### src/rtl/alu_pkg.sv
// Shared funct codes, FSM state type and decode helper for the EX-stage ALU.
package alu_pkg;

  localparam int FUNCT_W = 6;

  localparam logic [FUNCT_W-1:0] F_SRL   = 6'd2;
  localparam logic [FUNCT_W-1:0] F_MFHI  = 6'd16;
  localparam logic [FUNCT_W-1:0] F_MFLO  = 6'd18;
  localparam logic [FUNCT_W-1:0] F_MULTU = 6'd25;
  localparam logic [FUNCT_W-1:0] F_DIVU  = 6'd27;
  localparam logic [FUNCT_W-1:0] F_ADD   = 6'd32;
  localparam logic [FUNCT_W-1:0] F_SUB   = 6'd34;
  localparam logic [FUNCT_W-1:0] F_AND   = 6'd36;
  localparam logic [FUNCT_W-1:0] F_OR    = 6'd37;
  localparam logic [FUNCT_W-1:0] F_SLT   = 6'd42;

  typedef enum logic [1:0] {IDLE, MUL, DIV} state_t;

  function automatic logic is_multicycle(input logic [FUNCT_W-1:0] code);
    return (code == F_MULTU) || (code == F_DIVU);
  endfunction

endpackage

### src/rtl/alu_comb_core.sv
// Combinational single-cycle datapath and funct-code legality decode.
module alu_comb_core
  import alu_pkg::*;
#(
  parameter int WIDTH = 32
) (
  input  logic [FUNCT_W-1:0] code,
  input  logic [WIDTH-1:0]   a,
  input  logic [WIDTH-1:0]   b,
  output logic [WIDTH-1:0]   result,
  output logic               illegal
);

  localparam int SH_W = $clog2(WIDTH);

  logic lt;

  assign lt = $signed(a) < $signed(b);

  // HI/LO moves and MUL/DIV are legal here but produced by the top level.
  always_comb begin
    result  = '0;
    illegal = 1'b0;
    case (code)
      F_AND:   result = a & b;
      F_OR:    result = a | b;
      F_ADD:   result = a + b;
      F_SUB:   result = a - b;
      F_SLT:   result = {{(WIDTH-1){1'b0}}, lt};
      F_SRL:   result = a >> b[SH_W-1:0];
      F_MFHI, F_MFLO, F_MULTU, F_DIVU: result = '0;
      default: illegal = 1'b1;
    endcase
  end

endmodule

### src/rtl/pipe_alu_muldiv.sv
// Registered EX-stage ALU with iterative MULTU/DIVU, HI/LO and valid/ready handshake.
// state | meaning
// IDLE  | ready; single-cycle ops complete on the accept edge
// MUL   | shift-add multiply, one bit per edge
// DIV   | restoring divide, one bit per edge
module pipe_alu_muldiv
  import alu_pkg::*;
#(
  parameter int WIDTH    = 32,
  parameter int SIGNAL_W = 6,
  parameter int CNT_W    = $clog2(WIDTH) + 1
) (
  input  logic                clk,
  input  logic                reset,
  input  logic                flush,
  input  logic                in_valid,
  output logic                in_ready,
  input  logic [WIDTH-1:0]    dataA,
  input  logic [WIDTH-1:0]    dataB,
  input  logic [SIGNAL_W-1:0] Signal,
  output logic [WIDTH-1:0]    dataOut,
  output logic                out_valid,
  output logic                illegal,
  output logic                busy,
  output logic [WIDTH-1:0]    hi,
  output logic [WIDTH-1:0]    lo
);

  state_t               state, state_nx;
  logic [CNT_W-1:0]     counter;
  logic [WIDTH-1:0]     acc_hi, acc_lo, opnd;
  logic [WIDTH-1:0]     step_hi, step_lo;
  logic [WIDTH:0]       mul_sum, div_shift, div_diff;
  logic                 div_ge;
  logic [FUNCT_W-1:0]   code;
  logic [WIDTH-1:0]     core_result;
  logic                 core_illegal;
  logic                 accept, last;

  assign code   = FUNCT_W'(Signal);
  assign accept = in_valid & in_ready & ~flush;
  assign last   = (counter == CNT_W'(WIDTH - 1));

  alu_comb_core #(.WIDTH(WIDTH)) u_core (
    .code    (code),
    .a       (dataA),
    .b       (dataB),
    .result  (core_result),
    .illegal (core_illegal)
  );

  always_ff @(posedge clk or negedge reset) begin
    if (!reset) state <= IDLE;
    else        state <= state_nx;
  end

  always_comb begin
    state_nx = state;
    case (state)
      IDLE:    if (accept && is_multicycle(code))
                 state_nx = (code == F_MULTU) ? MUL : DIV;
      MUL, DIV: if (flush || last) state_nx = IDLE;
      default: state_nx = IDLE;
    endcase
  end

  always_comb begin
    in_ready = (state == IDLE);
    busy     = (state != IDLE);
  end

  // acc_hi holds partial product / remainder; acc_lo holds multiplier / quotient bits.
  always_comb begin
    mul_sum   = {1'b0, acc_hi} + (acc_lo[0] ? {1'b0, opnd} : '0);
    div_shift = {acc_hi, acc_lo[WIDTH-1]};
    div_ge    = div_shift >= {1'b0, opnd};
    div_diff  = div_shift - {1'b0, opnd};
    step_hi   = mul_sum[WIDTH:1];
    step_lo   = {mul_sum[0], acc_lo[WIDTH-1:1]};
    if (state == DIV) begin
      step_hi = div_ge ? div_diff[WIDTH-1:0] : div_shift[WIDTH-1:0];
      step_lo = {acc_lo[WIDTH-2:0], div_ge};
    end
  end

  always_ff @(posedge clk or negedge reset) begin
    if (!reset) begin
      counter   <= '0;
      acc_hi    <= '0;
      acc_lo    <= '0;
      opnd      <= '0;
      hi        <= '0;
      lo        <= '0;
      dataOut   <= '0;
      out_valid <= 1'b0;
      illegal   <= 1'b0;
    end else begin
      out_valid <= 1'b0;
      illegal   <= 1'b0;
      if (accept) begin
        counter <= '0;
        acc_hi  <= '0;
        if (code == F_MULTU) begin
          acc_lo <= dataB;
          opnd   <= dataA;
        end else if (code == F_DIVU) begin
          acc_lo <= dataA;
          opnd   <= dataB;
        end else begin
          out_valid <= 1'b1;
          illegal   <= core_illegal;
          if (code == F_MFHI)      dataOut <= hi;
          else if (code == F_MFLO) dataOut <= lo;
          else                     dataOut <= core_result;
        end
      end else if (state != IDLE && !flush) begin
        acc_hi  <= step_hi;
        acc_lo  <= step_lo;
        counter <= counter + 1'b1;
        if (last) begin
          hi        <= step_hi;
          lo        <= step_lo;
          dataOut   <= step_lo;
          out_valid <= 1'b1;
        end
      end
    end
  end

endmodule

### config.mk
export PLATFORM = sky130hd
export DESIGN_NAME = pipe_alu_muldiv
export DESIGN_NICKNAME = d
export VERILOG_FILES = /design/src/rtl/alu_pkg.sv /design/src/rtl/alu_comb_core.sv /design/src/rtl/pipe_alu_muldiv.sv
export SDC_FILE = /design/constraint.sdc
export NUM_CORES = 1
export LEC_CHECK = 0
export CAP_MARGIN = 15
export CORE_ASPECT_RATIO = 2
export CORE_UTILIZATION = 45
export CTS_BUF_LIST = sky130_fd_sc_hd__clkbuf_8
export DETAILED_ROUTE_END_ITERATION = 6
export PLACE_DENSITY = 0.78
export REMOVE_ABC_BUFFERS = 1
export SYNTH_ARGS = -nofsm -noshare
export SYNTH_HDL_FRONTEND = slang
export SYNTH_SLANG_ARGS = --single-unit
### constraint.sdc
create_clock -name clk -period 3.06 [get_ports clk]
set_input_delay 0.306 -clock clk [delete_from_list [all_inputs] [get_ports clk]]
set_output_delay 0.306 -clock clk [all_outputs]
set_load 0.005 [all_outputs]
; ---- Yosys cells after proc, flatten, opt, wreduce, memory -nomap -nowiden
; Index checks and enable logic that the tools add are counted.
[word_totals]
reg_bits = 202
in_bits = 74
out_inout_bits = 100
word_cells = 94
[op_classes]
n_addsub = 5
magnitude_cmp = 2
n_eq_ne = 18
n_shift = 1
n_mux = 35
bitwise_logic = 6
n_reduce_logical = 17
[op_table]
columns = op, count
row1 = $mux W32, 19
row2 = $pmux W32 S6, 1
row3 = $sub A32 B32 Y32, 2
row4 = $add A32 B32 Y33, 1
row5 = $ge A33 B32 Y1, 1
row6 = $add A32 B32 Y32, 1
row7 = $and A32 B32 Y32, 1
row8 = $lt A32 B32 Y1, 1
row9 = $or A32 B32 Y32, 1
row10 = $shr A32 B5 Y32, 1
row11 = $eq A6 B5 Y1 const B, 5
row12 = $eq A6 B6 Y1 const B, 5
row13 = $mux W6, 2
row14 = $reduce_or A10 Y1, 1
row15 = $mux W1, 9
row16 = $reduce_bool A2 Y1, 4
row17 = $add A6 B1 Y6 const B, 1
row18 = $eq A6 B2 Y1 const B, 1
row19 = $mux W2, 3
row20 = $ne A2 B2 Y1 const B, 3
row21 = $reduce_and A2 Y1, 3
row22 = $pmux W2 S2, 1
row23 = $reduce_and A4 Y1, 1
row24 = $ne A3 B1 Y1 const B, 1
row25 = other kinds (11), 15

; ---- Longest topological paths before layout
[logic_depth]
depth_word = 7
mapped_depth = 14

; ---- Modules after synthesis
; From an unflattened synthesis, not the netlist that was laid out.
[hier_totals]
hier_cells = 2564
hier_area_um2 = 20218.1
[modules_own_cells]
columns = module, n_inst, cells_per_inst, area_per_inst_um2, seq_area_each_um2
row1 = pipe_alu_muldiv, 1, 1662, 13983.4, 5054.8
row2 = alu_comb_core, 1, 902, 6234.7, 0.0

; ---- Worst setup path before layout
; No wires, ideal clock.
[synth_path]
path_kind = input -> register
from = input dataB[2]
to = register dataOut[20]
setup_time_ps = 132
arrival_time_ps = 3278
slack_ps = -350
stages = 14
cell_sequence = clkbuf_1 > inv_1 > clkbuf_1 > clkbuf_1 > ha_1 > nor2b_1 > o31a_1 > o2111ai_1 > nand2_1 > a21oi_2 > o21bai_1 > a221o_1 > a221oi_1 > o21ai_0
[synth_between]
elab_chain_cells = 7
[synth_rtl]
columns = element, line
row1 = start: declaration, pipe_alu_muldiv.sv:19  ; input logic [WIDTH-1:0] dataB,
row2 = $sub A32 B32 Y32 (tied with other cells), alu_comb_core.sv:28  ; F_SUB: result = a - b;
row3 = $pmux W32 S6 *, alu_comb_core.sv:24  ; case (code)
row4 = $mux W32 *, pipe_alu_muldiv.sv:113  ; else if (code == F_MFLO) dataOut <= lo;
row5 = $mux W32 *, pipe_alu_muldiv.sv:112  ; if (code == F_MFHI) dataOut <= hi;
row6 = $mux W32 *, pipe_alu_muldiv.sv:106  ; end else if (code == F_DIVU) begin
row7 = $mux W32 *, pipe_alu_muldiv.sv:103  ; if (code == F_MULTU) begin
row8 = $mux W32 *, pipe_alu_muldiv.sv:100  ; if (accept) begin
row9 = end signal: assignment, pipe_alu_muldiv.sv:112
row10 = end signal: assignment, pipe_alu_muldiv.sv:113
row11 = end signal: assignment, pipe_alu_muldiv.sv:114  ; else dataOut <= core_result;
row12 = end: declaration, pipe_alu_muldiv.sv:21  ; output logic [WIDTH-1:0] dataOut,
; Every way passes the cells marked *; elsewhere a longest branch is shown, timed or not. The select of a mux whose other input is x is not followed.
; A chain may end at the register's enable or synchronous reset.

; ---- Final worst setup path
[layout_path]
from = register opnd[1]
to = register hi[7]
[layout_between]
elab_chain_cells = 3
[layout_rtl]
columns = element, line
row1 = start: declaration, pipe_alu_muldiv.sv:31  ; logic [WIDTH-1:0] acc_hi, acc_lo, opnd;
row2 = start signal: assignment, pipe_alu_muldiv.sv:105  ; opnd <= dataA;
row3 = start signal: assignment, pipe_alu_muldiv.sv:108  ; opnd <= dataB;
row4 = $mux W32 (tied with other cells), pipe_alu_muldiv.sv:74  ; mul_sum = {1'b0, acc_hi} + (acc_lo[0] ? {1'b0, opnd} : '0);
row5 = $add A32 B32 Y33 / $mux W32 (equally long branches), "pipe_alu_muldiv.sv:74, pipe_alu_muldiv.sv:81"
row6 = $mux W32 *, pipe_alu_muldiv.sv:80  ; if (state == DIV) begin
row7 = end signal: assignment, pipe_alu_muldiv.sv:121  ; hi <= step_hi;
row8 = end: declaration, pipe_alu_muldiv.sv:25  ; output logic [WIDTH-1:0] hi,
; Every way passes the cells marked *; elsewhere a longest branch is shown, timed or not.

==> results <==
- After synthesis, the share of flip-flops with an asynchronous set or reset is 100%.
- The detailed-routing iteration count for the pre-antenna-repair pass is 7.
- The flow ran to the end, but the final reports show violations.
- The startpoint type of the worst setup path is a flop.
- The initial antenna violation count came to 4.
- The post-place instance area is approximately 27000 µm².
- Counting flops with a built-in enable in the synthesized netlist gives 0.
- The final layout contains roughly 3500 nets.
- The clock-pin slew reported for the worst setup and hold paths after clock tree synthesis is ~0.08 ns.
- The detailed-route wire length per cell is approximately 27 µm.
- The shortest clock period the worst path allows after layout is 3.20 ns.
- The global route total overflow is 0.
- The post-synthesis instance area is 20400 µm².
- The non-filler instance count after layout is ~3800.
- At the later pin of the worst-skew pair, clock insertion delay measures between 0.6 and 0.7 ns.
- From synthesis to final layout, the design area changed by 42.4%.
- Measured along the x axis, the die boundary spans roughly 150 µm.
- The ratio of total power to cell area is 732 nW/µm².
- Derived from the worst setup path, the maximum achievable clock frequency is ~310 MHz.
- The wire-length estimate of the detail-placed layout is a little under 80000 µm.
- The worst max-slew margin expressed relative to the limit is between 30% and 40%.
- The overall power after layout is approximately 0.021 W.
- The number of design rule violations left after detail routing is 20.
- The category of the critical setup timing path is reg -> reg.
- The vias after detailed routing is between 20000 and 25000.
- Summed over all cells, the static leakage comes to approximately 13 nW.
- The share of the yosys chip area belonging to registers is between 20% and 30%.
- After detailed routing, the total wire length is 104000 µm.
- During synthesis, Yosys emitted a total of 0 warnings.
- The dominant register cell in the synthesized netlist is dfrtp_1.
- Once routing completed, OpenROAD measured the worst setup slack at -0.138 ns.
- The cell count after placement is approximately 3700.
- The post-route clock skew is slightly above 0.03 ns.
- The via count of the first global-routing pass is between 20000 and 25000.
- The post-layout instance area is just under 30000 µm².
- In this run the deepest clock path goes through 3 buffers.
- Once detail routing completed, the nets flagged for antenna violations numbered 0.
- The layout cell share with drive strength beyond 1 is roughly 30%.
- The critical path capture point type is a flop.
- The overall fraction of global-route tracks in use is between 40 and 50%.
- Clock tree synthesis found a total of ~200 sinks.
- Setup repair after global routing could not meet its margin everywhere.
- The initialized floorplan defines 110 standard-cell rows.
- The arrival time at the worst endpoint is around 3.7 ns.
- The final critical path takes up 105% of the cycle.
- The final reports fail on design-rule violations, negative setup slack.
- In this run the count of I/O pins placed on the die edge is between 150 and 200.
- Input and output buffers added on the ports amount to ~170.
- The clock tree root buffer cell is clkbuf_8.
- The largest fanout on the critical path is 8.
- The detailed-route vias per instance is about 6.4.
- In this run the vertical extent of the chip is 303 µm.
- In this run the mean area of a mapped cell was slightly below 8 µm².
- TritonCTS built the clock tree.
- The final-report max-slew violation count came to 0.
- The floorplan step defined a core boundary enclosing 44900 µm².
- The CTS buffer count is 37.
- Entering global routing, the biggest net connects 73 pins.
- The tool flagged a number of max-cap violations equal to 0.
- The initial utilization of the core area, before any placement, comes to 45.5%.
- The die area is 46200 µm².
- The congestion estimate from routability-driven global placement came to between 1 and 1.5.
- The first routing iteration left 2060 violations.
- The number of levels in the clock H-tree is 2.
- The number of different library cells used by synthesis comes to 99.
- STA puts the critical path data required time at 3.55 ns.
- The type of the tightest min-delay check is in -> async.
- The peak supply drop is ~860 µV.
- The synthesized design contains about 200 register bits.
- At the pin with the least slew margin, the transition time is between 1 and 1.5 ns.
- The final setup violation count is 30.
- The global-route wire length before repair is between 100000 and 150000 µm.
- Synthesis produced a netlist whose cell count is 2585.
- The final hold violation count is 0.
- For the final routed database, the setup TNS stands at -1.49 ns.
cells by family after synthesis:
| family | Yosys count | synth area share [%] |
|---|---|---|
| AOI/OAI and AO/OA | 896 | 28.9 |
| muxes | 139 | 8.31 |
| buffers and inverters | 335 | 6.62 |
| adders and majority gates | 179 | 11.1 |
| xor gates and xnor gates | 55 | 2.36 |
| DFF | 202 | 24.8 |
| and+or+nand+nor | 779 | 17.9 |
path summary, 6_finish.rpt:
path / start / to / slack, ns / cells past startpoint
setup / recovery: opnd[1]$_DFFE_PN0P_ / hi[7]$_DFFE_PN0P_ / -0.14 / 14
hold / removal: reset / dataOut[26]$_DFFE_PN0P_ / 0.24 / 2
setup reg to reg: opnd[1]$_DFFE_PN0P_ / hi[7]$_DFFE_PN0P_ / -0.14 / 14
hold reg to reg: dataOut[28]$_DFFE_PN0P_ / dataOut[28]$_DFFE_PN0P_ / 0.51 / 2
max in group asynchronous: reset / acc_lo[29]$_DFFE_PN0P_ / 1.97 / 3
min in group clk: Signal[1] / illegal$_DFF_PN0_ / 0.33 / 3
metrics by stage:
stage               utilization [%]  hold slack [ns]  setup WS (ns)
floorplan                         -           0.0104          -2.61
global placement               59.7            0.315         -0.747
detailed placement             59.7            0.321         -0.789
CTS                            62.4            0.272        -0.0797
global route                   64.8            0.322         -0.209
finish                         64.8            0.241         -0.138
worst max-delay path, stage by stage, from the launching register on:
cell and delay [ns]:
dfrtp_1 0.43, inv_2 0.10, ha_4 0.20, nor2b_4 0.13, o31a_1 0.35, o31ai_4 0.28, a211oi_4 0.14, o31a_1 0.33
o21ai_2 0.21, buf_12 0.16, buf_4 0.12, buf_12 0.10, o21ai_1 0.07, buf_4 0.14, o21ai_0 0.31
Yosys cell counts, drive strengths merged (17+ instances only):
library cell	number	area (µm²)
nand4	18	113
a21oi	218	1110
and3	19	124
o221ai	25	231
a21o	39	293
o21a	23	173
and2	41	257
inv	170	638
nor2b	28	178
o31ai	29	236
o22ai	17	106
mux4	21	473
nand2b	18	113
mux2i	85	851
o21bai	20	150
a221o	19	190
o211ai	51	388
buf	59	313
o21ai	261	1320
clkbuf	106	399
mux2	33	372
nor3	53	290
a221oi	32	287
nor2	202	761
xor2	17	149
nand2	275	1030
nand3	58	300
ha	175	2190
a31oi	22	144
dfrtp	202	5050
a211oi	38	310
xnor2	38	333
repair_timing:
| action | 4_1_cts | 5_1_grt |
|---|---|---|
| buffers inserted | 9 | 39 |
| hold buffers | 1 | 0 |
| gates resized for setup | 71 | 176 |
| hold endpoints to repair | 68 | 0 |
| pin swaps | 18 | 90 |
| endpoints found under the setup margin | 67 | 89 |
| cloned | 1 | 0 |
area by class of cell:
| type | count | area, µm² |
|---|---|---|
| diodes | 2 | 5.00 |
| well taps | 560 | 701 |
| inverters | 170 | 638 |
| clock buffers | 44 | 606 |
| fillers | 3783 | 15800 |
| flip-flops and latches | 202 | 5060 |
| multi-input cells | 2048 | 15100 |
| clock inverters | 18 | 205 |
| repair buffers | 803 | 6740 |
state kept, by name (all words and copies together) (netlist names):
name / cells
state: 2
acc_hi: 32
counter: 6
hi: 32
lo: 32
out_valid: 1
illegal: 1
dataOut: 32
opnd: 32
acc_lo: 32
routing by layer:
metal	vias up	track usage [%]	wire, µm
li1	10800	-	-
met2	1368	76.6	50300
met3	550	6.73	7380
met5	-	0	23
met4	4	40.9	11400
met1	11800	43.7	34700
cells in the final DEF (no fill, tap or decap), drive strengths merged, types with 11 or more instances in the layout:
| cell type | count |
|---|---|
| xnor2 | 38 |
| mux4 | 21 |
| o22ai | 17 |
| a211oi | 38 |
| o211ai | 51 |
| ha | 175 |
| o21bai | 20 |
| or2 | 15 |
| a31oi | 22 |
| buf | 633 |
| a21o | 39 |
| xor2 | 17 |
| or3 | 15 |
| a221o | 19 |
| and2 | 41 |
| nor3 | 53 |
| o31a | 12 |
| o22a | 12 |
| nand4 | 18 |
| nor2b | 28 |
| mux2 | 33 |
| a311oi | 11 |
| nor4 | 12 |
| inv | 172 |
| and3 | 19 |
| o31ai | 29 |
| nand3 | 58 |
| dfrtp | 202 |
| nand2b | 18 |
| a21oi | 218 |
| nor2 | 202 |
| mux2i | 85 |
| o21ai | 261 |
| o221ai | 25 |
| o21a | 23 |
| clkbuf | 44 |
| clkdlybuf4s50 | 163 |
| a221oi | 32 |
| nand2 | 275 |
where the power goes:
group	internal, W	leakage (nW)	switching [W]
sequential	0.00336	2.58	0.000712
clock	0.00165	0.416	0.00139
combinational	0.00648	10.4	0.00769
total	0.0115	13.4	0.00979
No activity file was read; power rests on OpenSTA's default activity.
